==> src/rtl/pfb_wideband_ctrl_if.sv <==
// PFB-facing stream bundle: raw input beat qualifiers in, gated beat controls out.
// The master is the controller; the slave is whoever feeds the input beat and consumes the controls.
interface pfb_wideband_ctrl_if #(
   parameter int unsigned ADDR_WIDTH = 4
);
   logic                  din_valid;
   logic                  sync_in;
   logic                  pfb_ovf;
   logic                  pfb_din_valid;
   logic                  pfb_sync;
   logic [ADDR_WIDTH-1:0] beat_addr;
   logic                  data_good;

   modport master (
      input  din_valid,
      input  sync_in,
      input  pfb_ovf,
      output pfb_din_valid,
      output pfb_sync,
      output beat_addr,
      output data_good
   );

   modport slave (
      output din_valid,
      output sync_in,
      output pfb_ovf,
      input  pfb_din_valid,
      input  pfb_sync,
      input  beat_addr,
      input  data_good
   );
endinterface

==> src/rtl/pfb_wideband_ctrl.sv <==
// Arm/sync sequencer for the multi-lane wideband PFB: beat gating, fill tracking, status.
// Optional frame-count auto-stop is enabled by defining PFB_CTRL_FRAME_LIMIT_EN.
module pfb_wideband_ctrl #(
   parameter int unsigned LANES           = 4,
   parameter int unsigned PFB_SIZE        = 64,
   parameter int unsigned TAPS            = 4,
   parameter int unsigned FRAME_CNT_WIDTH = 32,
   parameter int unsigned FRAME_LIMIT     = 1024
) (
   input  logic                       clk,
   input  logic                       rst_n,
   input  logic                       arm,
   input  logic                       stop,
   input  logic                       status_clr,
   pfb_wideband_ctrl_if.master        pfb,
   output logic [FRAME_CNT_WIDTH-1:0] frame_cnt,
   output logic [1:0]                 state,
   output logic                       ovf_sticky,
   output logic                       resync_err
`ifdef PFB_CTRL_FRAME_LIMIT_EN
   ,
   output logic                       limit_done
`endif
);

   localparam int unsigned BEATS = PFB_SIZE / LANES;
   localparam int unsigned AW    = $clog2(BEATS);
   localparam int unsigned FW    = $clog2(TAPS + 1);
   localparam logic [AW-1:0] LastBeat = AW'(BEATS - 1);
   localparam logic [FW-1:0] LastFill = FW'(TAPS - 1);
   localparam logic [FW-1:0] FullFill = FW'(TAPS);

   typedef enum logic [1:0] {
      StIdle     = 2'd0,
      StWaitSync = 2'd1,
      StFill     = 2'd2,
      StRun      = 2'd3
   } state_e;

   state_e        state_q;
   logic [AW-1:0] beat_q;   // index of the next beat to issue
   logic [FW-1:0] fill_q;
   logic          active;
   logic          misaligned;
   logic          frame_done;

   assign active     = (state_q == StFill) || (state_q == StRun);
   assign misaligned = active && pfb.din_valid && pfb.sync_in && (beat_q != '0);
   assign frame_done = active && pfb.din_valid && !misaligned && (beat_q == LastBeat);
   assign state      = state_q;

`ifdef PFB_CTRL_FRAME_LIMIT_EN
   logic limit_hit;
   assign limit_hit = frame_done && ((frame_cnt + 1'b1) == FRAME_CNT_WIDTH'(FRAME_LIMIT));
`else
   logic unused_cfg;
   assign unused_cfg = ^FRAME_LIMIT;
`endif

   always_ff @(posedge clk or negedge rst_n) begin
      if (!rst_n) begin
         state_q           <= StIdle;
         beat_q            <= '0;
         fill_q            <= '0;
         frame_cnt         <= '0;
         ovf_sticky        <= 1'b0;
         resync_err        <= 1'b0;
         pfb.pfb_din_valid <= 1'b0;
         pfb.pfb_sync      <= 1'b0;
         pfb.beat_addr     <= '0;
         pfb.data_good     <= 1'b0;
`ifdef PFB_CTRL_FRAME_LIMIT_EN
         limit_done        <= 1'b0;
`endif
      end else begin
         pfb.pfb_din_valid <= 1'b0;
         pfb.pfb_sync      <= 1'b0;
`ifdef PFB_CTRL_FRAME_LIMIT_EN
         limit_done        <= 1'b0;
`endif
         // Later set-assignments override the clear, so a same-cycle event keeps the flag.
         if (status_clr) begin
            ovf_sticky <= 1'b0;
            resync_err <= 1'b0;
         end
         if (active && pfb.pfb_ovf) ovf_sticky <= 1'b1;

         if (stop) begin
            state_q       <= StIdle;
            beat_q        <= '0;
            fill_q        <= '0;
            pfb.beat_addr <= '0;
            pfb.data_good <= 1'b0;
         end else begin
            unique case (state_q)
               StIdle: begin
                  if (arm) begin
                     state_q   <= StWaitSync;
                     frame_cnt <= '0;
                     beat_q    <= '0;
                     fill_q    <= '0;
                  end
               end
               StWaitSync: begin
                  if (pfb.din_valid && pfb.sync_in) begin
                     state_q           <= StFill;
                     beat_q            <= AW'(1);
                     pfb.pfb_din_valid <= 1'b1;
                     pfb.pfb_sync      <= 1'b1;
                     pfb.beat_addr     <= '0;
                  end
               end
               StFill, StRun: begin
                  if (misaligned) begin
                     // Realign on the external sync; filter history is no longer coherent.
                     resync_err        <= 1'b1;
                     state_q           <= StFill;
                     beat_q            <= AW'(1);
                     fill_q            <= '0;
                     pfb.data_good     <= 1'b0;
                     pfb.pfb_din_valid <= 1'b1;
                     pfb.pfb_sync      <= 1'b1;
                     pfb.beat_addr     <= '0;
                  end else if (pfb.din_valid) begin
                     pfb.pfb_din_valid <= 1'b1;
                     pfb.pfb_sync      <= (beat_q == '0);
                     pfb.beat_addr     <= beat_q;
                     beat_q            <= (beat_q == LastBeat) ? '0 : beat_q + 1'b1;
                     if (frame_done) begin
                        if (frame_cnt != '1) frame_cnt <= frame_cnt + 1'b1;
                        if (fill_q != FullFill) fill_q <= fill_q + 1'b1;
                        if (fill_q >= LastFill) begin
                           pfb.data_good <= 1'b1;
                           state_q       <= StRun;
                        end
`ifdef PFB_CTRL_FRAME_LIMIT_EN
                        if (limit_hit) begin
                           state_q       <= StIdle;
                           beat_q        <= '0;
                           fill_q        <= '0;
                           pfb.data_good <= 1'b0;
                           limit_done    <= 1'b1;
                        end
`endif
                     end
                  end
               end
               default: ;
            endcase
         end
      end
   end

endmodule

==> src/flat_wrapper.sv <==
// flat-port wrapper written by rule: the top's interface ports become plain ports
module pfb_wideband_ctrl_flat 
#(
   parameter int unsigned LANES           = 4,
   parameter int unsigned PFB_SIZE        = 64,
   parameter int unsigned TAPS            = 4,
   parameter int unsigned FRAME_CNT_WIDTH = 32,
   parameter int unsigned FRAME_LIMIT     = 1024
)
  (clk, rst_n, arm, stop, status_clr, frame_cnt, state, ovf_sticky, resync_err, pfb_din_valid, pfb_sync_in, pfb_pfb_ovf, pfb_pfb_din_valid, pfb_pfb_sync, pfb_beat_addr, pfb_data_good);
  pfb_wideband_ctrl_if #(.ADDR_WIDTH(($clog2((PFB_SIZE / LANES))))) pfb_i ();
  input  logic clk;
  input  logic rst_n;
  input  logic arm;
  input  logic stop;
  input  logic status_clr;
  output logic [FRAME_CNT_WIDTH-1:0] frame_cnt;
  output logic [1:0] state;
  output logic ovf_sticky;
  output logic resync_err;
  input wire logic [$bits(pfb_i.din_valid)-1:0] pfb_din_valid;
  input wire logic [$bits(pfb_i.sync_in)-1:0] pfb_sync_in;
  input wire logic [$bits(pfb_i.pfb_ovf)-1:0] pfb_pfb_ovf;
  output wire logic [$bits(pfb_i.pfb_din_valid)-1:0] pfb_pfb_din_valid;
  output wire logic [$bits(pfb_i.pfb_sync)-1:0] pfb_pfb_sync;
  output wire logic [$bits(pfb_i.beat_addr)-1:0] pfb_beat_addr;
  output wire logic [$bits(pfb_i.data_good)-1:0] pfb_data_good;
  assign pfb_i.din_valid = pfb_din_valid;
  assign pfb_i.sync_in = pfb_sync_in;
  assign pfb_i.pfb_ovf = pfb_pfb_ovf;
  assign pfb_pfb_din_valid = pfb_i.pfb_din_valid;
  assign pfb_pfb_sync = pfb_i.pfb_sync;
  assign pfb_beat_addr = pfb_i.beat_addr;
  assign pfb_data_good = pfb_i.data_good;
  pfb_wideband_ctrl #(.LANES(LANES), .PFB_SIZE(PFB_SIZE), .TAPS(TAPS), .FRAME_CNT_WIDTH(FRAME_CNT_WIDTH), .FRAME_LIMIT(FRAME_LIMIT)) u_core (.clk(clk), .rst_n(rst_n), .arm(arm), .stop(stop), .status_clr(status_clr), .pfb(pfb_i), .frame_cnt(frame_cnt), .state(state), .ovf_sticky(ovf_sticky), .resync_err(resync_err));
endmodule
==> config.mk <==
export PLATFORM = sky130hd
export DESIGN_NAME = pfb_wideband_ctrl_flat
export DESIGN_NICKNAME = d
export VERILOG_FILES = /design/src/rtl/pfb_wideband_ctrl_if.sv /design/src/rtl/pfb_wideband_ctrl.sv /design/src/flat_wrapper.sv
export SDC_FILE = /design/constraint.sdc
export NUM_CORES = 1
export LEC_CHECK = 0
export ABC_AREA = 1
export ABC_CLOCK_PERIOD_IN_PS = 1900
export BUFFER_PORTS_ARGS = -buffer_cell sky130_fd_sc_hd__buf_2
export CAP_MARGIN = 20
export CORE_UTILIZATION = 45
export CTS_CLUSTER_SIZE = 16
export DETAILED_ROUTE_END_ITERATION = 6
export MAX_ROUTING_LAYER = met4
export PLACE_DENSITY = 0.61
export SLEW_MARGIN = 15
export SYNTH_ARGS = -nofsm -noshare
export SYNTH_HDL_FRONTEND = slang
export SYNTH_SLANG_ARGS = --single-unit
==> constraint.sdc <==
create_clock -name clk -period 1.9 [get_ports clk]
set_input_delay 0.38 -clock clk [delete_from_list [all_inputs] [get_ports clk]]
set_output_delay 0.38 -clock clk [all_outputs]
set_load 0.005 [all_outputs]
---- Word level (Yosys, flattened, before mapping) ----
Index checks and enable logic that the tools add are counted.
storage, ports and cells
  bits in writable memories ............... 0
  register bits after elaboration ......... 50
  input port bits ......................... 8
  ROM bits ................................ 0
  word-level logic and storage cells ...... 113
  output and inout bits ................... 43
  bits in latches ......................... 0
  memories ................................ 0
operators by class
  multiply operators ...................... 0
  add/subtract/negate cells ............... 3
  div/mod/pow operators ................... 0
  reduce and logical (&&, ||, !) cells .... 27
  magnitude comparators ................... 1
  equality and inequality tests ........... 17
  multiplexer cells ....................... 54
  shifts and indexed selects .............. 0
  bitwise gates (word level) .............. 1
operators by type and width
  operator               count
  $mux 32                5
  $pmux 32 s2            1
  $mux 4                 10
  $add 32x1->32 const B  1
  $ne 32x32->1 const B   1
  $mux 1                 19
  $mux 3                 6
  $reduce_bool 3->1      5
  $mux 2                 7
  $ne 4x2->1 const B     3
  $pmux 4 s3             1
  $reduce_and 5->1       2
  $pmux 4 s2             1
  $logic_and 1x1->1      7
  $reduce_and 7->1       1
  $ne 2x2->1 const B     3
  $ne 3x3->1 const B     2
  $pmux 2 s3             1
  $pmux 3 s2             1
  $reduce_and 3->1       2
  $reduce_bool 2->1      3
  $add 4x1->4 const B    1
  $eq 2x2->1 const B     2
  $eq 4x4->1 const B     1
  other kinds (15)       17

---- Longest topological paths before layout ----
Gate-level depths: netlist of run 1.
  depth in word-level cells ............... 13
  depth in mapped cells ................... 12
  depth with buffers taken out ............ 11

---- Worst setup path after synthesis of run 1 ----
OpenSTA, ideal clock, no wires.
  path type ............................... register to register
  start ................................... register u_core.frame_cnt[0]
  end ..................................... register u_core.frame_cnt[30]
  buffers on the path ..................... 1
  clock period less this slack ............ 1.771 ns
  stages on the path, launching flop included .. 12
  library setup time ...................... 0.117 ns
  setup slack ............................. 0.129 ns
  arrival time ............................ 1.654 ns
  data required time ...................... 1.783 ns
  cells stage by stage .................... dfrtp_1 ha_1 nand2_2 nor2_4 nand2_4 nor2_4 nand3_1 nand3_1 nor2_4 buf_2 nand2_1 nand2_1
on the way
  cells in the longest elaborated chain, start to end .. 6
  elaborated cells between the ends (all ways) .. 9
  classes of those cells .................. add/sub (1); eq/ne (2); mux (5); reduce/logical (1)
ends and longest elaborated chain
  item                      RTL line                  RTL
  start: declaration        pfb_wideband_ctrl.sv:16   output logic [FRAME_CNT_WIDTH-1:0] frame_cnt,
  start signal: assignment  pfb_wideband_ctrl.sv:130  if (frame_cnt != '1) frame_cnt <= frame_cnt + 1'b1;
  $add 32x1->32             pfb_wideband_ctrl.sv:130
  $mux 32                   pfb_wideband_ctrl.sv:130
  $mux 32                   pfb_wideband_ctrl.sv:129  if (frame_done) begin
  $mux 32                   pfb_wideband_ctrl.sv:124  end else if (pfb.din_valid) begin
  $mux 32                   pfb_wideband_ctrl.sv:114  if (misaligned) begin
  $pmux 32 s2               pfb_wideband_ctrl.sv:95   unique case (state_q)
Several ways; a longest one is shown, not always the timed one. The select of a mux whose other input is x is not followed.
A chain may end at the register's enable or synchronous reset.

---- Worst setup path in the final report of run 1 ----
  start ................................... register u_core.beat_q[0]
  end ..................................... register u_core.frame_cnt[1]
on the way
  cells in the longest elaborated chain, start to end .. 7
  elaborated cells between the ends (all ways) .. 9
  classes of those cells .................. eq/ne (3); reduce/logical (6)
ends and longest elaborated chain
  item                            RTL line                  RTL
  start: declaration              pfb_wideband_ctrl.sv:41   logic [AW-1:0] beat_q;
  start signal: assignment        pfb_wideband_ctrl.sv:128  beat_q <= (beat_q == LastBeat) ? '0 : beat_q + 1'b1;
  $reduce_bool 4->1               pfb_wideband_ctrl.sv:48   assign misaligned = active && pfb.din_valid && pfb.sync_in && (beat_q != '0);
  $logic_and 1x1->1               pfb_wideband_ctrl.sv:48
  $logic_not 1->1                 pfb_wideband_ctrl.sv:49   assign frame_done = active && pfb.din_valid && !misaligned && (beat_q == LastBeat);
  $logic_and 1x1->1 (2 in a row)  pfb_wideband_ctrl.sv:49
  $ne 2x1->1 (no line)            --
  $reduce_and 7->1 (no line) *    --
Every way passes the cells marked *; elsewhere a longest branch is shown, timed or not.

==> results.json, run 1 <==
{
  "timing.hold.ws_ps": 33.3,
  "peakVddDrop_uv": 482,
  "async_flop_share_pct": 100,
  "max_stage_delay_ps": 420,
  "fin_cells": 694,
  "max_freq_ghz": 0.529,
  "crit_buf_inv": 1,
  "dieWidth_um": 88.4,
  "portBuffers": 50,
  "diodes": 0,
  "critical_path_required_ps": 2150,
  "ys_seq_elements": 50,
  "synth_top_area_share_pct": 37.2,
  "place_inst": 679,
  "cts-root-buf": "clkbuf_8",
  "path_cells": "ha_1, nand2_1, nor2_1, nand3_4, nor2_2, nand2_2, nand2_8, clkbuf_16, nand3b_1, nand2_1",
  "syn_avg_cell_area_um2": 6.59,
  "min_period_over_period_pct": 99.5,
  "ant_nets": 0,
  "netlist_area_mm2": 0.00336,
  "ys_warn_count": 0,
  "grt_pass1_wl_um": 15600,
  "antenna_found_initial": 0,
  "remaining_drc_errors": 2,
  "nNetsFinal": 608,
  "synth.most_common_cell": "nand2_1",
  "synth_flop_cell": "dfrtp_1",
  "clkTransAtPathRegs_ps": 90,
  "hpwl_um": 6830,
  "die-area_mm2": 0.00782,
  "crit_fanout": 7,
  "die_y_um": 88.4,
  "num-fill-cells": 723,
  "io_pins": 51,
  "yosys.area.top_type": "dfrtp_1",
  "drt_iter0_drc": 267,
  "p_leak_nw": 2.08,
  "critPathMostFrequentCell": "nand2_1",
  "period_minus_slack_ps": 1890,
  "ys_top_cells_by_count": "197 x nand2_1, 84 x nor2_1, 50 x dfrtp_1",
  "yosysSeqAreaShare_pct": 37.2,
  "cts_tree": "done",
  "drt_first_pass_iters": 6,
  "layout-drive-gt1-share_pct": 21.7,
  "synth_area_leaders": "dfrtp_1 37%, nand2_1 22%, nor2_1 9.4%",
  "end_kind": "register",
  "hold_viol": 0,
  "cts_sinks": 50,
  "grt.overflow.total": 0,
  "wl_per_cell_um": 13.6,
  "worst_pin_slew_ps": 509,
  "clk_latency_ps": 310,
  "cellPowerDensity_mw_per_mm2": 777,
  "grtUsageTotal_pct": 26.6,
  "initial_core_util_pct": 46.3,
  "htree_levels": 2,
  "path_delay_family": "simple AND/OR/NAND/NOR gates",
  "relSlewSlack_pct": 66.0,
  "grt_max_degree": 31,
  "grt_pass1_vias": 3338,
  "routabilityCongestion": 0.979,
  "vias": 3461,
  "core_mm2": 0.00725,
  "cts_hold_buffers": 0,
  "hold_path.class": "input pin to async pin",
  "synth_cell_types": 32,
  "syn_inst": 510,
  "path_class": "register to register",
  "violations": "design-rule violations",
  "cp-start-kind": "register",
  "synth-edff-count": 0,
  "drv_slew": 0,
  "fin_worst_skew_ps": 7.48,
  "via_per_inst": 4.99,
  "routed_wirelength_um": 9450,
  "synth_nets": 524,
  "cts.path.max_buffers": 2,
  "area_delta_synth_final_pct": 24.7,
  "status": "finished with violations",
  "cts_buffers": 5,
  "finalSetupViolCount": 0,
  "cp.arrival_ps": 2140,
  "rows": 31,
  "maxCapViolations": 0,
  "cp_slowest_cell": "dfrtp_1"
}
==> metrics by stage <==
stage / worst slack (ps) / area, um2 / util [%] / power, mW / TNS, ps
floorplan: 129 / 3360 / - / 1.92 / 0
global placement: 132 / 3920 / 54.1 / 2.31 / 0
detailed placement: 12.3 / 3920 / 54.1 / 2.33 / 0
CTS: 13.3 / 4070 / 56.1 / 3.10 / 0
global route: -71.9 / 4190 / 57.7 / 3.44 / -1500
finish: 9.28 / 4190 / 57.7 / 3.25 / 0
==> cell type report <==
cell class,count,area (um2),share of cell area (%)
clock buffer,6,82.6,1.97
clock inverter,2,12.5,0.299
tap,99,124,2.96
timing repair buffer,84,573,13.7
multi-input combinational,403,1950,46.6
inverter,50,190,4.54
sequential,50,1250,29.9
==> metal layers <==
metal | vias up | track usage (%) | wire (um)
met1 | 1588 | 32.0 | 4170
li1 | 1752 | - | -
met3 | 19 | 3.45 | 407
met5 | - | - | 0
met2 | 102 | 44.9 | 4620
met4 | 0 | 11.3 | 246
==> power by group <==
group	internal, mW	switching [mW]
combinational	0.482	0.851
clock	0.294	0.375
sequential	1.15	0.0980
total	1.93	1.32
==> repair_timing <==
action                                  CTS  global route
pin swaps                                 3             3
endpoints found under the setup margin   19            34
gates cloned                              2             2
setup buffers                             0             3
resized for setup                         6            16
==> cells by family (layout without fill, tap and decap cells) <==
group | after synthesis | count (layout) | share of synthesized area, %
AO/OA/AOI/OAI | 31 | 31 | 5.44
AND/OR/NAND/NOR | 351 | 354 | 44.1
XOR/XNOR | 12 | 12 | 3.13
buffers and inverters | 60 | 142 | 7.82
adder cells (fa/ha/maj) | 6 | 6 | 2.23
flip-flops | 50 | 50 | 37.2
==> cell usage in the layout (no fill, tap or decap), drive strengths merged <==
master,count
o22ai,1
dfrtp,50
clkinv,1
o21ai,13
a22o,1
xor2,8
nor2,89
nor3b,1
nand3,46
o21a,1
buf,83
xnor2,4
a21oi,7
nand4,1
nand3b,2
clkinvlp,1
ha,6
o31ai,4
o21bai,2
inv,50
a22oi,1
clkbuf,7
o211ai,1
nand2,215
==> flip-flops by register name (all words and copies together) (netlist names) <==
register and count:
u_core.state 2, u_core.pfb.data_good 1, u_core.pfb.pfb_din_valid 1, u_core.pfb.pfb_sync 1, u_core.resync_err 1, u_core.ovf_sticky 1
u_core.beat_q 4, u_core.pfb.beat_addr 4, u_core.frame_cnt 32, u_core.fill_q 3
==> final timing paths <==
kind / start / slack [ps] / endpoint / cells after the start
max in group asynchronous: rst_n / 1330 / u_core.beat_q[0] / 2
worst min register to register: u_core.pfb.beat_addr[3] / 480 / u_core.pfb.beat_addr[3] / 2
worst max-delay path: u_core.beat_q[0] / 9 / u_core.frame_cnt[1] / 10
min in group clk: status_clr / 270 / u_core.ovf_sticky / 2
worst max register to register: u_core.beat_q[0] / 9 / u_core.frame_cnt[1] / 10
worst min-delay path: rst_n / 30 / u_core.frame_cnt[17] / 1
No activity file was read; power rests on OpenSTA's default activity.
==> run 2, diff against run 1 <==
--- a/config.mk
+++ b/config.mk
@@ -14,6 +14,7 @@
 export DETAILED_ROUTE_END_ITERATION = 6
 export MAX_ROUTING_LAYER = met4
 export PLACE_DENSITY = 0.61
+export SETUP_SLACK_MARGIN = 0.02
 export SLEW_MARGIN = 15
 export SYNTH_ARGS = -nofsm -noshare
 export SYNTH_HDL_FRONTEND = slang
==> constraint.sdc (replaced) <==
create_clock -name clk -period 1.9 [get_ports clk]
set_input_delay 0.19 -clock clk [delete_from_list [all_inputs] [get_ports clk]]
set_output_delay 0.19 -clock clk [all_outputs]
set_load 0.005 [all_outputs]
==> results.json, run 2 (synthesis results as in run 1) <==
{
  "htree_levels": 2,
  "maxCapViolations": 0,
  "wl_per_cell_um": 13.0,
  "clkTransAtPathRegs_ps": 100,
  "grt_setup_unrepaired": "true",
  "largest_reg_flops": 32,
  "grt.overflow.total": 0,
  "portBuffers": 50,
  "grt_pass1_vias": 3321,
  "cp_slowest_cell": "dfrtp_2",
  "hpwl_um": 6830,
  "initial_core_util_pct": 46.3,
  "rows": 31,
  "min_period_over_period_pct": 92.5,
  "violations": "design-rule violations",
  "drt_first_pass_iters": 7,
  "antenna_found_initial": 0,
  "cp.arrival_ps": 1950,
  "p_total_mw": 3.15,
  "period_minus_slack_ps": 1760,
  "hold_path.class": "input pin to register",
  "comb_power_share_pct": 36.4,
  "critical_path_required_ps": 2090,
  "finalSetupViolCount": 0,
  "grtUsageMet3_pct": 3.82,
  "p_switching_mw": 1.21,
  "fin_cells": 692,
  "diodes": 0,
  "cts-root-buf": "clkbuf_8",
  "busiest_layer": "met2",
  "routabilityCongestion": 0.961,
  "nNetsFinal": 606,
  "grtUsageTotal_pct": 25.5,
  "vias": 3449,
  "io_pins": 51,
  "cts_buffers": 5,
  "place_inst": 681,
  "fin_worst_skew_ps": 7.26,
  "largest_registers": "u_core.frame_cnt (32), u_core.beat_q (4), u_core.pfb.beat_addr (4)",
  "path_cells": "ha_1, nand2_2, nor2_4, nand2_4, nor2_4, nand3_2, nand2_2, nand2_8, buf_6, nand3_1, nand2_1",
  "dieWidth_um": 88.4,
  "placed_area_mm2": 0.00394,
  "final_common_cell": "nand2_1",
  "max_stage_delay_ps": 410,
  "remaining_drc_errors": 2,
  "cp-start-kind": "register",
  "area_delta_synth_final_pct": 23.0,
  "top_register": "u_core.frame_cnt",
  "p_int_mw": 1.94,
  "tns_ps": 0,
  "cts_sinks": 50,
  "use_met1_pct": 30.6,
  "grt_pass1_wl_um": 15000,
  "cellPowerDensity_mw_per_mm2": 764,
  "grt_use_met2_pct": 43.4,
  "ant_nets": 0,
  "final_cell_mix": "195 x nand2_1, 81 x nor2_1, 50 x buf_2, 48 x inv_1, 48 x dfrtp_1",
  "drt_iter0_drc": 175,
  "clkPwrFrac_pct": 24.2,
  "status": "finished with violations",
  "cts.path.max_buffers": 2,
  "end_kind": "register",
  "via_per_inst": 4.98,
  "core_mm2": 0.00725,
  "pwr-share-seq_pct": 39.4,
  "drv_slew": 0,
  "clk_latency_ps": 310,
  "p_leak_nw": 2.06,
  "crit_fanout": 12,
  "peakVddDrop_uv": 453,
  "cts_tree": "done",
  "finalInstanceArea_mm2": 0.00413,
  "routed_wirelength_um": 9010,
  "layout-drive-gt1-share_pct": 20.7,
  "die_y_um": 88.4,
  "worst_pin_slew_ps": 514,
  "path_class": "register to register",
  "swShare_pct": 38.4,
  "die-area_mm2": 0.00782,
  "hold_viol": 0,
  "max_freq_ghz": 0.569,
  "relSlewSlack_pct": 65.8,
  "grt_max_degree": 33
}
## run 2: cell types whose count changed in the layout (fill, tap and decap cells not counted), sizes merged
cell	delta
clkinv	-1
dlygate4sd3	+1
clkbuf	-1
bufinv	+1
nand2	-2
## run 2: power groups by stage
stage / clock (mW) / combinational [mW] / sequential [mW]
after detailed placement: 0 / 1.07 / 1.26
final: 0.762 / 1.15 / 1.24
after global routing: 0.818 / 1.26 / 1.26
after CTS: 0.785 / 1.07 / 1.24
after floorplan: 0 / 0.662 / 1.25
after global placement: 0 / 1.04 / 1.26
## run 2: critical path, delay by kind of cell, from the launching register on
family / cells / cell delay, ps
flops: 1 / 410
fa+ha+maj: 1 / 190
buf+inv: 1 / 160
simple gates: 9 / 890
## run 2: stage by stage
step                hold WS (ps)  setup slack (ps)  util [%]
finish                      74.9               142      57.0
global route                 101              4.64      57.0
CTS                         72.9              47.5      55.9
detailed placement           192              75.4      54.3
global placement             192               155      54.3
floorplan                   -106               129         -
## run 2: final timing paths
kind                       cells past startpoint  slack, ps                     from                 endpoint
max in group asynchronous                      3        980                    rst_n      u_core.frame_cnt[0]
setup / recovery                              11        140      u_core.frame_cnt[0]     u_core.frame_cnt[10]
setup reg to reg                              11        140      u_core.frame_cnt[0]     u_core.frame_cnt[10]
hold / removal                                 2         70               status_clr        u_core.ovf_sticky
min in group asynchronous                      2        380                    rst_n      u_core.frame_cnt[7]
hold reg to reg                                2        480  u_core.pfb.beat_addr[2]  u_core.pfb.beat_addr[2]
## run 2: final cells by class
type | count | area (um2)
Clock buffer | 6 | 72.6
Clock inverter | 2 | 37.5
Fill cell | 743 | 3120
Inverter | 50 | 188
Multi-Input combinational cell | 401 | 1910
Sequential cell | 50 | 1250
Tap cell | 99 | 124
Timing Repair Buffer | 84 | 549
## run 2: timing repair
action                                  CTS  global route
hold buffers                              1             0
hold endpoints to repair                 20             0
resized for setup                         0            16
setup buffers                             0             1
endpoints found under the setup margin    0            35
## run 2: per-layer routing
| layer | wire, um | share of wire, % |
|---|---|---|
| met5 | 0 | 0 |
| met4 | 201 | 2.2 |
| met3 | 363 | 4.0 |
| met2 | 4470 | 50 |
| met1 | 3970 | 44 |
==> run 3, diff against run 2 <==
--- a/config.mk
+++ b/config.mk
@@ -6,7 +6,7 @@
 export NUM_CORES = 1
 export LEC_CHECK = 0
 export ABC_AREA = 1
-export ABC_CLOCK_PERIOD_IN_PS = 1900
+export ABC_CLOCK_PERIOD_IN_PS = 1700
 export BUFFER_PORTS_ARGS = -buffer_cell sky130_fd_sc_hd__buf_2
 export CAP_MARGIN = 20
 export CORE_UTILIZATION = 45
==> constraint.sdc (replaced) <==
create_clock -name clk -period 1.7 [get_ports clk]
set_input_delay 0.17 -clock clk [delete_from_list [all_inputs] [get_ports clk]]
set_output_delay 0.17 -clock clk [all_outputs]
set_load 0.005 [all_outputs]
==> results.json, run 3 (synthesis results as in run 1) <==
{
  "drv_slew": 0,
  "max_freq_ghz": 0.591,
  "nNetsFinal": 645,
  "tns_ps": 0,
  "comb_power_share_pct": 44.7,
  "cp-start-kind": "register",
  "cts_tree": "done",
  "pre_cts_slack_ps": -58.2,
  "top_register": "u_core.frame_cnt",
  "grt_max_degree": 32,
  "remaining_drc_errors": 0,
  "fin_worst_skew_ps": 17.4,
  "antenna_found_initial": 0,
  "drt_first_pass_iters": 4,
  "drt_iter0_drc": 233,
  "path_delay_family": "simple AND/OR/NAND/NOR gates",
  "initial_core_util_pct": 46.3,
  "regToRegEndpoint": "u_core.frame_cnt[31]",
  "finalInstanceArea_mm2": 0.00467,
  "routabilityCongestion": 0.929,
  "core_mm2": 0.00725,
  "portBuffers": 50,
  "clkPwrFrac_pct": 21.3,
  "critPathMostFrequentCell": "nand2_1",
  "grt_setup_unrepaired": "true",
  "cts_buffers": 5,
  "cts-root-buf": "clkbuf_8",
  "relSlewSlack_pct": 66.3,
  "grt_pass1_vias": 3433,
  "period_minus_slack_ps": 1690,
  "largest_registers": "u_core.frame_cnt (32), u_core.beat_q (4), u_core.pfb.beat_addr (4)",
  "maxCapViolations": 0,
  "io_pins": 51,
  "clk_latency_ps": 320,
  "hpwl_um": 7170,
  "dieWidth_um": 88.4,
  "rrSetupSlack_ps": 7,
  "placed_area_mm2": 0.00415,
  "p_leak_nw": 2.33,
  "routed_wirelength_um": 10400,
  "post-route-util_pct": 64.4,
  "grt_pass1_wl_um": 16100,
  "min_from": "status_clr",
  "rr_startpoint": "u_core.beat_q[0]",
  "status": "finished clean",
  "htree_levels": 2,
  "cp.arrival_ps": 1950,
  "num-fill-cells": 673,
  "grt.overflow.total": 0,
  "cts.path.max_buffers": 2,
  "rows": 31,
  "die_y_um": 88.4,
  "max_stage_delay_ps": 430,
  "path_class": "register to register",
  "cts_sinks": 50,
  "vias": 3673,
  "largest_reg_flops": 32,
  "crit_buf_inv": 3,
  "area_delta_synth_final_pct": 39.0,
  "min_to": "u_core.ovf_sticky",
  "setup_ws_ps": 6.65,
  "wl_per_cell_um": 14.2,
  "grtUsageTotal_pct": 27.8,
  "p_switching_mw": 1.60,
  "p_int_mw": 2.50,
  "swShare_pct": 39.1,
  "hold_path.class": "input pin to register",
  "diodes": 0,
  "die-area_mm2": 0.00782,
  "layout-drive-gt1-share_pct": 32.4,
  "critical_path_required_ps": 1950,
  "cellPowerDensity_mw_per_mm2": 879,
  "pwr-share-seq_pct": 34.0,
  "clkTransAtPathRegs_ps": 90,
  "peakVddDrop_uv": 843,
  "whs_path_depth": 2,
  "final_common_cell": "nand2_1",
  "p_total_mw": 4.10,
  "worstRegToRegCells": 10,
  "crit_fanout": 8,
  "finalSetupViolCount": 0,
  "hold_viol": 0,
  "worst_pin_slew_ps": 505,
  "path_cells": "inv_2, ha_4, nand3_4, buf_6, a21oi_4, nand3_2, nor2_4, clkbuf_16, nand2_1, nand2_1",
  "final_cell_mix": "181 x nand2_1, 72 x nor2_1, 64 x buf_4, 50 x buf_2, 46 x dfrtp_1",
  "via_per_inst": 5.02,
  "min_period_over_period_pct": 99.6,
  "cp_slowest_cell": "dfrtp_1",
  "end_kind": "register",
  "ant_nets": 0
}
[run 3: cell count changes in the layout (fill, tap and decap cells not counted), sizes merged]
cell    previous run  this run
inv               50        49
clkbuf             6         8
clkinv             0         1
buf               83       119
nand2            213       214
[run 3: metrics by stage]
step	std cells	hold WS, ps
5_1_grt	731	62.0
6_report	731	60.3
2_1_floorplan	510	-126
4_1_cts	722	64.6
3_3_place_gp	707	159
3_5_place_dp	707	175
[run 3: worst reg2reg max path, delay by kind of cell (launching register included)]
kind            cells  cell delay (ps)
buf+inv             3              440
simple gates        5              490
flops               1              430
fa+ha+maj           1              140
compound gates      1              150
[run 3: area by class of cell]
cell class	instances	area (um2)	area share, %
Tap cell	99	124	2.65
Inverter	50	191	4.10
Multi-Input combinational cell	402	2110	45.2
Clock buffer	6	72.6	1.55
Timing Repair Buffer	122	877	18.8
Sequential cell	50	1260	26.9
Clock inverter	2	38.8	0.831
[run 3: how the worst max path moves through the flow]
| stage | from | endpoint | slack [ps] | depth (start not counted) |
|---|---|---|---|---|
| finish | u_core.beat_q[0] | u_core.frame_cnt[31] | 7 | 10 |
| global route | u_core.beat_q[0] | u_core.frame_cnt[31] | -70 | 11 |
| CTS | u_core.frame_cnt[1] | u_core.frame_cnt[11] | -0.8 | 11 |
| detailed placement | u_core.beat_q[0] | u_core.frame_cnt[6] | -60 | 11 |
| global placement | u_core.beat_q[0] | u_core.frame_cnt[15] | 20 | 11 |
| floorplan | u_core.frame_cnt[1] | u_core.frame_cnt[30] | 30 | 11 |
[run 3: power by group through the flow]
stage | registers, mW | logic [mW] | clock network (mW)
3_5_place_dp | 1.41 | 1.32 | 0
4_1_cts | 1.39 | 1.50 | 0.887
2_1_floorplan | 1.41 | 0.746 | 0
3_3_place_gp | 1.41 | 1.30 | 0
6_report | 1.40 | 1.83 | 0.875
5_1_grt | 1.41 | 1.97 | 0.928
[run 3: metal layers]
layer / vias to the layer above / share of wire, % / GRT usage (%)
met4: 0 / 3.6 / 10.7
met3: 32 / 4.3 / 3.45
met5: - / 0 / -
met1: 1717 / 42 / 32.2
met2: 96 / 50 / 49.0
li1: 1828 / - / -
[run 3: timing repair]
action / in CTS / in global routing
endpoints found under the hold margin: 20 / 0
buffers inserted: 4 / 7
setup endpoints to repair: 35 / 41
pin swaps: 0 / 7
hold buffers: 1 / 0
resized for setup: 13 / 57
cloned: 2 / 2
